<file path="src/rtl/cache_fill_fsm_pkg.sv">
// Shared types and block geometry for the cache miss fill controller.
package cache_pkg;

  localparam int unsigned WORDS_PER_BLOCK = 8;
  localparam int unsigned BLOCK_OFFSET_W  = 4;
  localparam int unsigned WORD_IDX_W      = 3;

  typedef enum logic [1:0] {
    IDLE,
    FILL,
    TAG
  } fill_state_t;

endpackage

</file>
<file path="src/rtl/cache_fill_fsm_word_counter.sv">
// Saturating word index counter with synchronous clear; done rises after the
// terminal count has been consumed and holds until the next clear.
module word_counter
  import cache_pkg::*;
(
  input  logic                  clk,
  input  logic                  clr_i,
  input  logic                  en_i,
  output logic [WORD_IDX_W-1:0] cnt_o,
  output logic                  done_o
);

  logic [WORD_IDX_W-1:0] cnt_q, cnt_d;
  logic                  done_q, done_d;

  always_comb begin
    cnt_d  = cnt_q;
    done_d = done_q;
    if (clr_i) begin
      cnt_d  = '0;
      done_d = 1'b0;
    end else if (en_i && !done_q) begin
      if (cnt_q == '1) begin
        done_d = 1'b1;
      end else begin
        cnt_d = cnt_q + 1'b1;
      end
    end
  end

  always_ff @(posedge clk) begin
    cnt_q  <= cnt_d;
    done_q <= done_d;
  end

  assign cnt_o  = cnt_q;
  assign done_o = done_q;

endmodule

</file>
<file path="src/rtl/cache_fill_fsm.sv">
// Cache miss fill controller: bursts 8 word reads for the missing block,
// streams returned words into the data array, then writes tag/valid last.
module cache_fill_fsm
  import cache_pkg::*;
#(
  parameter int unsigned WORDS_PER_BLOCK = 8,
  parameter int unsigned ADDR_W          = 16
) (
  input  logic              clk,
  input  logic              rst,
  input  logic              miss_detected,
  input  logic [ADDR_W-1:0] miss_address,
  input  logic              mem_data_valid,
  input  logic [ADDR_W-1:0] mem_data,
  output logic              fsm_busy,
  output logic              mem_enable,
  output logic [ADDR_W-1:0] mem_address,
  output logic              load_data,
  output logic              load_tag,
  output logic [ADDR_W-1:0] cache_address,
  output logic [ADDR_W-1:0] cache_data,
  output logic              fill_done
);

  localparam int unsigned PAD_W = ADDR_W - WORD_IDX_W - 1;

  fill_state_t           state_q;
  logic [ADDR_W-1:0]     base_q;
  logic [WORD_IDX_W-1:0] req_cnt, resp_cnt;
  logic                  req_done, resp_done;
  logic                  in_fill, cnt_clr, last_resp;

  assign in_fill   = (state_q == FILL);
  assign cnt_clr   = rst || (state_q == IDLE);
  assign mem_enable = in_fill && !req_done;
  assign load_data  = in_fill && mem_data_valid && !resp_done;
  assign last_resp  = load_data && (resp_cnt == WORD_IDX_W'(WORDS_PER_BLOCK - 1));
  assign load_tag   = (state_q == TAG);
  assign fill_done  = load_tag;
  assign fsm_busy   = (state_q != IDLE) || miss_detected;

  word_counter u_req_cnt (
    .clk    (clk),
    .clr_i  (cnt_clr),
    .en_i   (mem_enable),
    .cnt_o  (req_cnt),
    .done_o (req_done)
  );

  word_counter u_resp_cnt (
    .clk    (clk),
    .clr_i  (cnt_clr),
    .en_i   (load_data),
    .cnt_o  (resp_cnt),
    .done_o (resp_done)
  );

  // Word offset is OR-ed into bits [3:1] only, so a fill never carries out of its block.
  always_comb begin
    mem_address   = '0;
    cache_address = '0;
    cache_data    = '0;
    if (mem_enable) begin
      mem_address = base_q | {{PAD_W{1'b0}}, req_cnt, 1'b0};
    end
    if (load_data) begin
      cache_address = base_q | {{PAD_W{1'b0}}, resp_cnt, 1'b0};
      cache_data    = mem_data;
    end else if (load_tag) begin
      cache_address = base_q;
    end
  end

  always_ff @(posedge clk) begin
    if (rst) begin
      state_q <= IDLE;
      base_q  <= '0;
    end else begin
      case (state_q)
        IDLE: begin
          if (miss_detected) begin
            base_q  <= {miss_address[ADDR_W-1:BLOCK_OFFSET_W], {BLOCK_OFFSET_W{1'b0}}};
            state_q <= FILL;
          end
        end
        FILL: begin
          if (last_resp) begin
            state_q <= TAG;
          end
        end
        TAG:     state_q <= IDLE;
        default: state_q <= IDLE;
      endcase
    end
  end

endmodule

</file>
<file path="config.mk">
export PLATFORM = sky130hd
export DESIGN_NAME = cache_fill_fsm
export DESIGN_NICKNAME = d
export VERILOG_FILES = /design/src/rtl/cache_fill_fsm_pkg.sv /design/src/rtl/cache_fill_fsm_word_counter.sv /design/src/rtl/cache_fill_fsm.sv
export SDC_FILE = /design/constraint.sdc
export NUM_CORES = 1
export LEC_CHECK = 0
export ABC_AREA = 0
export CORE_MARGIN = 2
export CORE_UTILIZATION = 35
export DETAILED_ROUTE_END_ITERATION = 7
export GPL_TIMING_DRIVEN = 0
export PLACE_DENSITY = 0.85
export SLEW_MARGIN = 10
export SYNTH_ARGS = -nofsm -noshare
export SYNTH_HDL_FRONTEND = slang
export SYNTH_SLANG_ARGS = --single-unit
</file>
<file path="constraint.sdc">
create_clock -name clk -period 1.8 [get_ports clk]
set_clock_uncertainty 0.15 [all_clocks]
set_input_delay 0.36 -clock clk [delete_from_list [all_inputs] [get_ports clk]]
set_output_delay 0.36 -clock clk [all_outputs]
set_load 0.005 [all_outputs]
</file>
# --- After elaboration in Yosys (flattened, before gate mapping) ---
# Cells that the tools add are included.
word_totals:
  regBits: 22
  inputBits: 36
  output_inout_bits: 53
  wordCells: 43
op_classes:
  n_addsub: 2
  n_eq_ne: 6
  muxes: 7
  n_bitwise: 4
  reduce_logical: 18
ops:
  columns: ["op", "count"]
  rows:
  - ["$mux 16", 4]
  - ["$or 16x4->16", 2]
  - ["$reduce_and 2->1", 6]
  - ["$add 3x1->3 const B", 2]
  - ["$eq 3x3->1 const B", 2]
  - ["$logic_and 1x1->1", 6]
  - ["$mux 2", 2]
  - ["$pmux 2 s2", 1]
  - ["$eq 2x1->1 const B", 1]
  - ["$eq 2x2->1 const B", 1]
  - ["$logic_not 1->1", 2]
  - ["$logic_not 2->1", 1]
  - ["$logic_or 1x1->1", 2]
  - ["$ne 2x1->1 const B", 1]
  - ["$ne 2x2->1 const B", 1]
  - ["$not 1->1", 2]
  - ["$reduce_bool 2->1", 1]

# --- Logic depth before layout (Yosys ltp) ---
# Gate-level depths: netlist (run 1).
logic_depth:
  depth_word: 6
  depth_mapped: 6
  ltp_nobuf: 5

# --- By module ---
# From an unflattened synthesis (run 1), not the netlist that was laid out.
unflattened:
  hier_cells: 155
  hier_area_um2: 1341.3
modules_own_cells:
  columns: ["module", "instances", "cells_per_inst", "area_per_inst_um2", "seq_area_each_um2"]
  rows:
  - ["cache_fill_fsm", 1, 119, 935.9, 280.3]
  - ["word_counter", 2, 18, 202.7, 80.1]

# --- Least setup slack after synthesis (run 1) ---
# OpenSTA, ideal clock, no wires.
synth_timing:
  path_kind: "flip-flop to output port"
  startpoint: "register state_q[1]"
  endpoint: "output port cache_address[10]"
  arrival_time_ps: 1159
  t_required_ps: 1290
  setup_slack_ps: 131
  path_stages_with_launch: 7
  n_path_buf: 2
  path_cell_list: "dfxtp_1 > buf_4 > nand4bb_2 > inv_2 > nor2_1 > buf_6 > nor2b_1"
synth_via:
  elab_chain_len: 4
  elab_cells_between_ends: 6
synth_lines:
  columns: ["element", "line", "rtl"]
  rows:
  - ["from (decl)", "cache_fill_fsm.sv:27", "fill_state_t state_q;"]
  - ["from (signal assigned)", "cache_fill_fsm.sv:76", "state_q <= IDLE;"]
  - ["from (signal assigned)", "cache_fill_fsm.sv:83", "state_q <= FILL;"]
  - ["from (signal assigned)", "cache_fill_fsm.sv:88", "state_q <= TAG;"]
  - ["$eq 2x1->1", "cache_fill_fsm.sv:33", "assign in_fill = (state_q == FILL);"]
  - ["$logic_and 1x1->1 (2 in a row)", "cache_fill_fsm.sv:36", "assign load_data = in_fill && mem_data_valid && !resp_done;"]
  - ["$mux 16 (*)", "cache_fill_fsm.sv:66", "if (load_data) begin"]
  - ["to (decl)", "cache_fill_fsm.sv:20", "output logic [ADDR_W-1:0] cache_address,"]
# Mark *: on every way between the ends. The rest lies on a longest branch, timed or not.

# --- Worst setup path in the final report (run 1) ---
layout_timing:
  startpoint: "register state_q[1]"
  endpoint: "output port cache_address[9]"
# Same word-level chain as after synthesis.

==> metrics.txt, run 1 <==
vias in the first global route 1412; Global Route met1 Usage 24.8%; maximum count of clock buffers along a single path 2; end point of the worst hold path u_req_cnt.cnt_o[2]$_SDFFE_PP0P_; total chip power 0.00115 W; period utilisation layout 117%; number of flip-flops and latches in the synthesized netlist 22; area added between synthesis and finish 101%; final hold slack 0.341 ns; endpoints failing setup 50; DRT Wirelength 4500 um; share of the core filled with cells in the final layout 74.5%; die extent in y 63.9 um; CTS H-tree lvls 1; First DRT Iteration DRCs 46; setup TNS -9.52 ns; proportion of synthesized flip-flops having asynchronous set or reset 0%; beginning of the worst hold path u_req_cnt.cnt_o[2]$_SDFFE_PP0P_; number of placed I/O pins 89; Register-to-Register Setup Slack 0.08 ns; number of placement rows 21; leading cell type in the layout, fill and taps excluded buf_6; Arrival @ worst endpoint 1.60 ns; crit path launch type register; Final nets 304; antenna diode count 0; final worst-path setup slack -0.308 ns; maximum vdd drop 0.000351 V; critical register-to-register path startpoint state_q[1]$_SDFFE_PP0P_; register cell area after layout 448 um2; root buf cell clkbuf_4; GR Layer Usage met3 5.11%; kind of end point of the critical path output port; Yosys Warn Count 0; synth unique cells 28; leading cell types by total area after synthesis dfxtp_1 35%, and2_1 17%, mux2i_1 9.6%, nor2b_1 6.5%, nor2_1 5.4%; final period demand of the worst path 2.11 ns; Worst Path Class, Setup register to output port; area of the core region 3390 um2; Die X 63.9 um; violations in the final reports negative setup slack; fraction of layout instances using a drive strength above 1 49.8%; post-synth top area share 35.1%; slew at the pin closest to its max-slew limit 0.561 ns; post-detailed-route via-to-cell ratio 4.70; leading area contributor after synthesis dfxtp_1; leading register cell type out of synthesis dfxtp_1; number of maximum-capacitance violations 0; number of buffer cells added on primary ports 82; Worst-path clk slew 0.12 ns; number of antenna violations at the first check in global routing 0; kind of path behind the tightest hold check register to register; fmax 474 MHz; CTS tree done; final weighted congestion of routability-driven global placement 0.726; area of the die 4080 um2; post-synthesis average cell area 8.78 um2; worst hold path cell count 2; count of mapped cells out of synthesis 143; post-synthesis cell area 1260 um2; mean routed wirelength per cell 14.6 um; required time at the endpoint of the critical path 1.29 ns; Post-Place Setup Slack -0.774 ns; cell count of the worst reg-to-reg path 7; Crit Reg-Reg Endpoint base_q[9]$_SDFFE_PP0P_; CTS sink cnt 22; sequential fraction of the synthesis area 35.1%; most utilized layer in the global route result met2; max-slew violation count 0; Fin. Hold Viols 0; number of buffers inserted during clock tree synthesis 3; status finished with violations; Post-DRT Antenna Nets 0; most frequent cells in the layout 46 x buf_6, 30 x clkdlybuf4s50_1, 26 x buf_2; relative slew slack 62.5%; area used by multi-input combinational logic 847 um2; # hold bufs at CTS 0; pin count of the biggest net entering global routing 13; Post-synth EDFFs 0; standby leakage power 1.21 nW; half-perimeter wire length after placement 2440 um; setup repair after global routing missed its margin yes; all-layer global routing usage 21.8%; top fanout value on the critical path 7; leftover overflow at the end of global routing 0; Initial Utilization 37.1%; power density of the placed cells 457 nW/um2; # fillers 223; GR Util met2 40.4%; via count 1451; detailed-router iteration count before antenna repair 4; global-route wire length before repair 7000 um; later-pin clock latency in the skew report 0.32 ns; DRC violation count after routing 0
## critical path: stages (launching register included)
cell       delay (ns)
dfxtp_4          0.39
nand4bb_4        0.25
clkinv_4         0.12
nor2_4           0.04
buf_6            0.13
buf_6            0.12
nor2b_1          0.10
buf_2            0.12
## how the worst max path moves through the flow
stage / depth (start not counted) / startpoint / to
4_1_cts: 8 / state_q[1]$_SDFFE_PP0P_ / cache_data[2]
6_report: 7 / state_q[1]$_SDFFE_PP0P_ / cache_address[9]
2_1_floorplan: 6 / state_q[1]$_SDFFE_PP0P_ / cache_address[10]
5_1_grt: 7 / state_q[1]$_SDFFE_PP0P_ / cache_address[10]
3_5_place_dp: 7 / mem_data_valid / cache_address[7]
3_3_place_gp: 7 / mem_data_valid / cache_address[7]
## kinds of logic after synthesis
group           count (synthesis)  share of synthesized area (%)
other cells                     1                          0.299
xor+xnor                        1                          0.697
mux                            12                           9.56
compound gates                 13                           6.08
simple gates                   78                           38.3
buf+inv                        12                           5.98
fa+ha+maj                       4                           3.98
flops                          22                           35.1
## power by group
| part | switching [W] | internal [W] |
|---|---|---|
| Combinational | 0.000121 | 0.000227 |
| Clock | 0.000160 | 0.000124 |
| Sequential | 0.0000166 | 0.000504 |
| Total | 0.000297 | 0.000855 |
## per-layer routing
| metal | routed length (um) | up-vias |
|---|---|---|
| li1 | - | 701 |
| met5 | 0 | - |
| met2 | 2300 | 65 |
| met3 | 340 | 11 |
| met1 | 1760 | 674 |
| met4 | 100 | 0 |
## state kept, by name, indices dropped and copies added (netlist names)
signal / count
u_resp_cnt.done_o: 1
state_q: 2
u_req_cnt.done_o: 1
base_q: 12
u_resp_cnt.cnt_o: 3
u_req_cnt.cnt_o: 3
## synthesized netlist by cell type, types with 2 or more instances
library cell / count
o21ai_0: 5
or3_1: 2
a21oi_1: 5
buf_2: 2
nor2b_1: 13
nand3b_1: 2
mux2i_1: 12
dfxtp_1: 22
nand2_1: 3
buf_4: 5
ha_1: 4
nand3_1: 2
and2_1: 34
nor2_1: 18
## layout make-up
class                           count  share of cell area (%)
Timing Repair Buffer              119                    42.5
Multi-Input combinational cell    110                    33.6
Sequential cell                    22                    17.7
Tap cell                           46                    2.28
Buffer                              6                    1.93
Clock buffer                        4                    1.44
Inverter                            2                   0.496
## metrics by stage
stage          instance area (um2)  std cells
2_1_floorplan                 1260        144
3_3_place_gp                  2140        272
3_5_place_dp                  2140        272
4_1_cts                       2430        310
5_1_grt                       2520        309
6_report                      2520        309
## repair_timing
item	in CTS	in global routing
setup buffers	32	10
resized for setup	267	40
pin swaps	32	3
gates cloned	3	1
setup endpoints to repair	51	61
endpoints found under the hold margin	0	0
Note: power is estimated with default switching activity, not from simulation.
==> run 2: changes to the inputs <==
--- a/config.mk
+++ b/config.mk
@@ -11,7 +11,7 @@
 export DETAILED_ROUTE_END_ITERATION = 7
 export GPL_TIMING_DRIVEN = 0
 export PLACE_DENSITY = 0.85
-export SLEW_MARGIN = 10
+export SLEW_MARGIN = 0
 export SYNTH_ARGS = -nofsm -noshare
 export SYNTH_HDL_FRONTEND = slang
 export SYNTH_SLANG_ARGS = --single-unit
==> results of run 2 <==
The final DEF is identical to that of run 1; final timing and power are the same.
==> run 3: changes to the inputs <==
--- a/config.mk
+++ b/config.mk
@@ -7,10 +7,11 @@
 export LEC_CHECK = 0
 export ABC_AREA = 0
 export CORE_MARGIN = 2
-export CORE_UTILIZATION = 35
+export CORE_UTILIZATION = 40
 export DETAILED_ROUTE_END_ITERATION = 7
+export DONT_BUFFER_PORTS = 1
 export GPL_TIMING_DRIVEN = 0
-export PLACE_DENSITY = 0.85
+export PLACE_DENSITY = 0.58
 export SLEW_MARGIN = 0
 export SYNTH_ARGS = -nofsm -noshare
 export SYNTH_HDL_FRONTEND = slang
==> run 3 against run 2 <==
  * The run still ends with negative setup slack left
  * Count of clock-buffer cells in the layout decreased by 1
  * Sequential power about the same
  * Die area decreased by 12%
  * First-iteration DRC count decreased by 78%
  * Design area decreased by 29%
  * Hold slack got worse by 0.31 ns
  * Largest power group unchanged
==> metrics.txt, run 3 (synthesized netlist as in run 1, its figures left out) <==
status finished with violations; violations in the final reports negative setup slack; number of placement rows 20 (-4.8%); via count 1020 (-30%); later-pin clock latency in the skew report 0.31 ns (about the same); root buf cell clkbuf_4; period utilisation layout 108% (-9.1 points); register cell area after layout 448 um2 (unchanged); top fanout value on the critical path 6 (-1); setup TNS -4.57 ns (+4.94 ns); fraction of layout instances using a drive strength above 1 51.5% (+1.7 points); final worst-path setup slack -0.145 ns (+0.163 ns); standby leakage power 0.743 nW (-38%); Die X 60.0 um (-6.1%); CTS H-tree lvls 1 (unchanged); area used by multi-input combinational logic 947 um2 (+12%); maximum count of clock buffers along a single path 2 (unchanged); Fin. Hold Viols 0 (unchanged); fmax 514 MHz (+8.4%); Worst-path clk slew 0.13 ns (about the same); cell breakdown of the critical path buf_6 -> nor3b_4 -> buf_6 -> and2_4; CTS tree done; Most common cell on crit path buf_6; crit path launch type register; area of the core region 3030 um2 (-11%); die extent in y 60.0 um (-6.1%); CTS sink cnt 22 (unchanged); final hold slack 0.0317 ns (-0.309 ns); power density of the placed cells 625 nW/um2 (+37%); number of antenna violations at the first check in global routing 0 (unchanged); delay of the slowest critical-path stage 0.39 ns (about the same); mean routed wirelength per cell 15.7 um (+7.7%); # fillers 278 (+25%); number of maximum-capacitance violations 0 (unchanged); crit-path leading delay family simple AND/OR/NAND/NOR gates; number of placed I/O pins 89 (unchanged); kind of path behind the tightest hold check primary input to register; Worst Path Class, Setup register to output port; post-detailed-route via-to-cell ratio 4.88 (+3.9%); number of buffer cells added on primary ports 0 (-100%); area of the die 3600 um2 (-12%); final period demand of the worst path 1.95 ns (-0.163 ns); vias in the first global route 1015 (-28%); leftover overflow at the end of global routing 0 (unchanged); Post-DRT Antenna Nets 0 (unchanged); detailed-router iteration count before antenna repair 4 (unchanged); all-layer global routing usage 18.2% (-3.6 points); max-slew violation count 0 (unchanged); antenna diode count 0 (unchanged); final weighted congestion of routability-driven global placement 0.735 (+1.3%); DRT Wirelength 3280 um (-27%); Post-Place Cells 188 (-31%); global-route wire length before repair 4840 um (-31%); most frequent cells in the layout 34 x and2_4, 20 x dfxtp_1, 17 x nor2_1; slowest stage cell, crit path dfxtp_4; First DRT Iteration DRCs 10 (-78%); leading cell type in the layout, fill and taps excluded and2_4; non-filler cells, final 209 (-32%); total chip power 0.00112 W (-2.6%); CP Buf/Inv Count 2 (-2); pin count of the biggest net entering global routing 14 (+1); Arrival @ worst endpoint 1.44 ns (-0.16 ns); maximum vdd drop 0.000395 V (+13%); number of flip-flops under the largest register name 12 (unchanged); Final nets 206 (-32%); share of the core filled with cells in the final layout 59.3% (-15 points); required time at the endpoint of the critical path 1.29 ns (about the same); number of buffers inserted during clock tree synthesis 3 (unchanged); half-perimeter wire length after placement 2090 um (-15%); area added between synthesis and finish 43.0%; Initial Utilization 41.5% (+4.4 points); register ranked first by flip-flop count base_q; DRC violation count after routing 0 (unchanged); kind of end point of the critical path output port; setup repair after global routing missed its margin yes; endpoints failing setup 46 (-8.0%)
==> run 3: cell types whose count changed in the layout (fill, tap and decap cells not counted), moves of 2 or more <==
cell,delta
and2_1,-13
and2_4,+13
buf_2,-26
buf_4,-10
buf_6,-36
buf_8,+2
clkdlybuf4s50_1,-30
nor2b_1,-9
nor2b_4,+9
==> run 3: final cells by class <==
type                       count  share of cell area, %
clock inverter                 1                   1.67
sequential                    22                   24.9
clock buffer                   3                   1.25
timing repair buffer          18                   10.7
inverter                       2                  0.557
multi-input combinational    110                   52.7
tap                           44                   3.06
buffer                         9                   5.08
==> run 3: stage by stage <==
step	cell area, um2	worst slack (ns)
final	1800	-0.145
after global placement	1320	-0.152
after floorplan	1260	0.131
after detailed placement	1320	-0.183
after global routing	1800	-0.221
after CTS	1740	-0.191
==> run 3: worst paths after layout <==
path	start	endpoint	slack, ns	depth (start not counted)
setup / recovery	state_q[1]$_SDFFE_PP0P_	mem_address[14]	-0.15	4
hold / removal	miss_address[15]	base_q[15]$_SDFFE_PP0P_	0.03	2
setup reg to reg	u_req_cnt.cnt_o[0]$_SDFFE_PP0P_	u_req_cnt.cnt_o[0]$_SDFFE_PP0P_	0.22	5
hold reg to reg	u_req_cnt.cnt_o[2]$_SDFFE_PP0P_	u_req_cnt.cnt_o[2]$_SDFFE_PP0P_	0.34	2
==> run 3: power breakdown <==
part           internal [W]  switching, W  leakage [nW]  total (W)
Sequential         0.000504     0.0000175         0.181   0.000522
Clock              0.000225      0.000159        0.0279   0.000384
Combinational      0.000125     0.0000922         0.534   0.000217
Total              0.000854      0.000268         0.743    0.00112
==> run 3: routing by layer <==
| layer | part of all wire [%] | routed length, um | vias to the layer above | track usage [%] |
|---|---|---|---|---|
| met2 | 51 | 1680 | 40 | 32.0 |
| met4 | 0.52 | 17 | 0 | 6.67 |
| met3 | 4.9 | 162 | 2 | 3.03 |
| li1 | - | - | 507 | - |
| met5 | 0 | 0 | - | 0 |
| met1 | 43 | 1420 | 471 | 22.0 |
==> run 3: repair_timing <==
action	in CTS	in global routing
hold buffers	1	0
endpoints found under the setup margin	48	48
pin swaps	21	5
endpoints found under the hold margin	4	0
cloned	3	1
buffers inserted	11	2
resized for setup	70	20
